`src/rtl/regfile_mp.sv`:
```
// Multi-port integer register file with RAW scoreboard for the decode stage.
// Reads are combinational or registered, and both modes bypass same-cycle writeback data.
module regfile_mp #(
   parameter int unsigned XLEN   = 32,
   parameter int unsigned NREG   = 32,
   parameter int unsigned AW     = 5,
   parameter int unsigned NRD    = 2,
   parameter int unsigned NWR    = 2,
   parameter int unsigned RD_REG = 0
) (
   input  logic                clk,
   input  logic                rst,
   input  logic                stall,
   input  logic [NWR-1:0]      we,
   input  logic [NWR*AW-1:0]   waddr,
   input  logic [NWR*XLEN-1:0] wdata,
   input  logic [NRD-1:0]      re,
   input  logic [NRD*AW-1:0]   raddr,
   output logic [NRD*XLEN-1:0] rdata,
   output logic [NRD-1:0]      rvalid,
   input  logic                iss_en,
   input  logic [AW-1:0]       iss_addr,
   output logic [NREG-1:0]     busy
);

   logic [XLEN-1:0]     r_regs [NREG];
   logic [NREG-1:0]     r_busy;
   logic [NREG-1:0]     w_busy_nxt;
   logic [NRD*XLEN-1:0] w_rdata;
   logic [NRD-1:0]      w_rvalid;

   // Register array: later ports overwrite earlier ones, so the highest index wins
   always_ff @(posedge clk) begin
      if (!rst) begin
         for (int k = 0; k < int'(NREG); k++) r_regs[k] <= '0;
      end else begin
         for (int i = 0; i < int'(NWR); i++) begin
            if (we[i] && (waddr[i*AW +: AW] != '0))
               r_regs[waddr[i*AW +: AW]] <= wdata[i*XLEN +: XLEN];
         end
      end
   end

   // Writeback clears, issue sets afterwards so a newer producer keeps the bit
   always_comb begin
      w_busy_nxt = r_busy;
      for (int i = 0; i < int'(NWR); i++) begin
         if (we[i]) w_busy_nxt[waddr[i*AW +: AW]] = 1'b0;
      end
      if (iss_en) w_busy_nxt[iss_addr] = 1'b1;
      w_busy_nxt[0] = 1'b0;
   end

   always_ff @(posedge clk) begin
      if (!rst) r_busy <= '0;
      else      r_busy <= w_busy_nxt;
   end

   assign busy = r_busy;

   // Operand lookup: x0, then writeback bypass, then array with scoreboard ready
   always_comb begin
      w_rdata  = '0;
      w_rvalid = '0;
      for (int j = 0; j < int'(NRD); j++) begin
         if (re[j]) begin
            if (raddr[j*AW +: AW] == '0) begin
               w_rvalid[j] = 1'b1;
            end else begin
               w_rdata[j*XLEN +: XLEN] = r_regs[raddr[j*AW +: AW]];
               w_rvalid[j]             = ~r_busy[raddr[j*AW +: AW]];
               for (int i = 0; i < int'(NWR); i++) begin
                  if (we[i] && (waddr[i*AW +: AW] == raddr[j*AW +: AW])) begin
                     w_rdata[j*XLEN +: XLEN] = wdata[i*XLEN +: XLEN];
                     w_rvalid[j]             = 1'b1;
                  end
               end
            end
         end
      end
   end

   if (RD_REG != 0) begin : g_rd_reg
      logic [NRD*XLEN-1:0] r_rdata;
      logic [NRD-1:0]      r_rvalid;

      always_ff @(posedge clk) begin
         if (!rst) begin
            r_rdata  <= '0;
            r_rvalid <= '0;
         end else if (!stall) begin
            r_rdata  <= w_rdata;
            r_rvalid <= w_rvalid;
         end
      end

      assign rdata  = r_rdata;
      assign rvalid = r_rvalid;
   end else begin : g_rd_comb
      logic w_unused_stall;
      assign w_unused_stall = stall;
      assign rdata  = rst ? w_rdata  : '0;
      assign rvalid = rst ? w_rvalid : '0;
   end

endmodule

```
`config.mk`:
```
export PLATFORM = sky130hd
export DESIGN_NAME = regfile_mp
export DESIGN_NICKNAME = d
export VERILOG_FILES = /design/src/rtl/regfile_mp.sv
export SDC_FILE = /design/constraint.sdc
export NUM_CORES = 2
export LEC_CHECK = 0
export BUFFER_PORTS_ARGS = -buffer_cell sky130_fd_sc_hd__clkbuf_2
export CORE_ASPECT_RATIO = 1.1
export CORE_MARGIN = 3
export CORE_UTILIZATION = 50
export CTS_CLUSTER_DIAMETER = 40
export DETAILED_ROUTE_END_ITERATION = 7
export PLACE_DENSITY = 0.66
export SLEW_MARGIN = 25
export SYNTH_ARGS = -nofsm -noshare
export SYNTH_HDL_FRONTEND = slang
export SYNTH_SLANG_ARGS = --single-unit
```
`constraint.sdc`:
```
create_clock -name clk -period 4.7 [get_ports clk]
set_input_delay 0.94 -clock clk [delete_from_list [all_inputs] [get_ports clk]]
set_output_delay 0.94 -clock clk [all_outputs]
set_load 0.05 [all_outputs]
```
==> results.txt <==
status: complete, but fails checks
failing checks: DRC
Post-DP HPWL: 152 mm
Seq cells post-synth: 1055
Worst Path Required: 3760 ps
largest net degree at the start of global routing: 84
first-pass GRT wire length: 376 mm
Row Count: 137
port bufs: 192
Fin Setup TNS: 0 ps
Pleak: 24.5 nW
Post-Place Worst Slack: 192 ps
Post-DRT Antenna Nets: 0
drt first pass iters: 8
Die Area: 134000 µm²
overall power: 27.5 mW
post-cts sizing count: 0
H-tree depth: 4
worst hold start: busy[12]$_SDFF_PN0_
Pint: 20.2 mW
Post-Synth Simple-Gate Area: 0.133
Seq pwr share: 0.407
RSZ-0062 raised after global routing: no
Max FO, Critical Path: 26
worst-margin pin slew: 1140 ps
Inserted Clock Buffers: 165
DP Area: 69200 µm²
adder-cell share of the synthesized area: 0
Fillers: 10100
critical-path cell list: buf_8 > buf_12 > buf_12 > mux4_2 > mux2i_1 > a21oi_1 > a222oi_1 > nand2_1 > buf_12
Syn. warnings: 0
share of post-route cells with drive strength above 1: 0.211
Initial Util: 0.508
GRT overflow: 0
final non-filler cell total: 7782
CTS sink cnt: 1055
MaxCap Viol Count: 0
Min Hold Slack: 547 ps
most frequent cells in the layout: nand2_1, edfxtp_1, o21ai_0
fin nets: 6055
slowest stage delay, CP: 520 ps
hold buffers post-CTS: 0
switching part of the total power: 0.265
most used cell, CP: buf_12
post-CTS setup buffers: 0
buffer and inverter count on the worst path: 4
final period utilization: 0.976
Avg Cell Area, Syn: 10.6 µm²
CTS root buffer: clkbuf_16
synth unique cells: 50
CP max-delay cell: mux4_2
area delta synth->final: 15.6%
critical path arrival: 3650 ps
CP Class: input pin to output port
TritonCTS clock tree: done
clk_skew: 0 ps
Post-Syn Area: 64800 µm²
switching pwr: 7.28 mW
io pins: 195
# DRC: 20
fin area: 75000 µm²
Logic pwr share: 0.128
dpl cells: 7459
CP top delay family: buffers and inverters
crit start category: input pin
Hold Fails Final Rpt: 0
average vias per placed instance: 7.20
Max clock buf depth: 3
FFs w/ async S/R, synth: 0
die width: 349 µm
vias in the first global route: 53800
WL final: 267 mm
Final GP Congestion: 0.920
Tot GR Track Use: 0.392
VDD IR max: 399 µV
DR WL/cell: 34.3 µm
post-synthesis mux area share: 0.184
commonest non-fill, non-tap cell in the layout: nand2_1
antenna violations before repair: 6
worst min path class: register to register
clk_lat worst skew: 820 ps
xor and xnor area share after synthesis: 0.00270
Clock Pin Slew Worst Setup and Hold Paths: 50 ps
areal power density over the cells: 366 nW/µm²
Final Util: 0.587
Final Max Tran Viols: 0
slew margin rel.: 0.243
core footprint: 128000 µm²
Period minus WS final: 4590 ps
largest family of logic cells by synthesized area: multiplexers
crit path from: raddr[5]
die height: 384 µm
compound-cell area share of the yosys netlist: 0.145
clock group share of total power: 0.465
FMAX: 218 MHz
RR Startpoint: busy[4]$_SDFF_PN0_
CP endpoint kind: output port
drt initial violations: 9970
Post-Syn Instances: 6101
sequential fraction of the synthesis area: 0.484
# setup viols final: 0
via count: 56100
Post-synth EDFFs: 1024
final worst-path setup slack: 112 ps
top_reg_cell synth: edfxtp_1
power groups by stage:
stage | clock, mW | combinational [mW] | sequential (mW)
2_1_floorplan | 0 | 2.10 | 11.2
3_3_place_gp | 0 | 3.34 | 11.3
3_5_place_dp | 0 | 3.38 | 11.3
4_1_cts | 12.8 | 3.39 | 11.1
5_1_grt | 13.2 | 3.57 | 11.2
6_report | 12.8 | 3.51 | 11.2
layout make-up:
class,count,area (µm²),share of cell area
sequential,1055,31400,0.418
antenna,12,30.0,0.000401
inverter,3,13.8,0.000184
multi-input combinational,4268,30900,0.413
tap,1668,2090,0.0278
timing repair buffer,465,4770,0.0637
clock inverter,122,1310,0.0175
clock buffer,189,4440,0.0592
path summary, 6_finish.rpt:
kind,end,slack (ps),cells past startpoint
worst max-delay path,rdata[62],110,9
worst min-delay path,busy[12]$_SDFF_PN0_,550,2
worst max register to register,busy[4]$_SDFF_PN0_,3980,2
worst min register to register,busy[12]$_SDFF_PN0_,550,2
synthesized netlist by cell type (34+ instances only):
cell / instances / area [µm²]
nand2_1: 1584 / 5950
edfxtp_1: 1024 / 30700
o21ai_0: 771 / 3860
clkbuf_1: 574 / 2150
mux4_2: 427 / 9620
mux2i_1: 232 / 2320
a22o_1: 224 / 1960
a21oi_1: 170 / 851
nor2b_1: 134 / 838
buf_2: 128 / 641
a22oi_1: 126 / 946
nor2_1: 100 / 375
a211oi_1: 99 / 743
buf_1: 85 / 319
nand3_1: 70 / 350
and3_1: 41 / 257
nand2b_1: 34 / 213
worst min-delay path: cells and delay by family, from the launching register on:
family,cells,cell delay [ps]
AOI/OAI and AO/OA,1,80
DFF,1,360
and+or+nand+nor,1,80
cell families (layout without fill, tap and decap cells):
group | count (synthesis) | in the layout
xor+xnor | 20 | 20
other cells | 1 | 45
compound gates | 1500 | 1500
mux | 659 | 659
flops | 1055 | 1055
simple gates | 2056 | 2056
buf+inv | 810 | 779
sequential cells by signal, summed over array words and instances, names as in the netlist:
name	cells
busy	31
r_regs	1024
per-layer routing:
metal  GRT usage  up-vias  part of all wire
met4       0.283        4             0.083
met2       0.581     5484              0.43
met5     0.00401        -           0.00040
li1            -    22400                 -
met3       0.132     1352              0.16
met1       0.480    26800              0.32
Note: power is estimated with default switching activity, not from simulation.
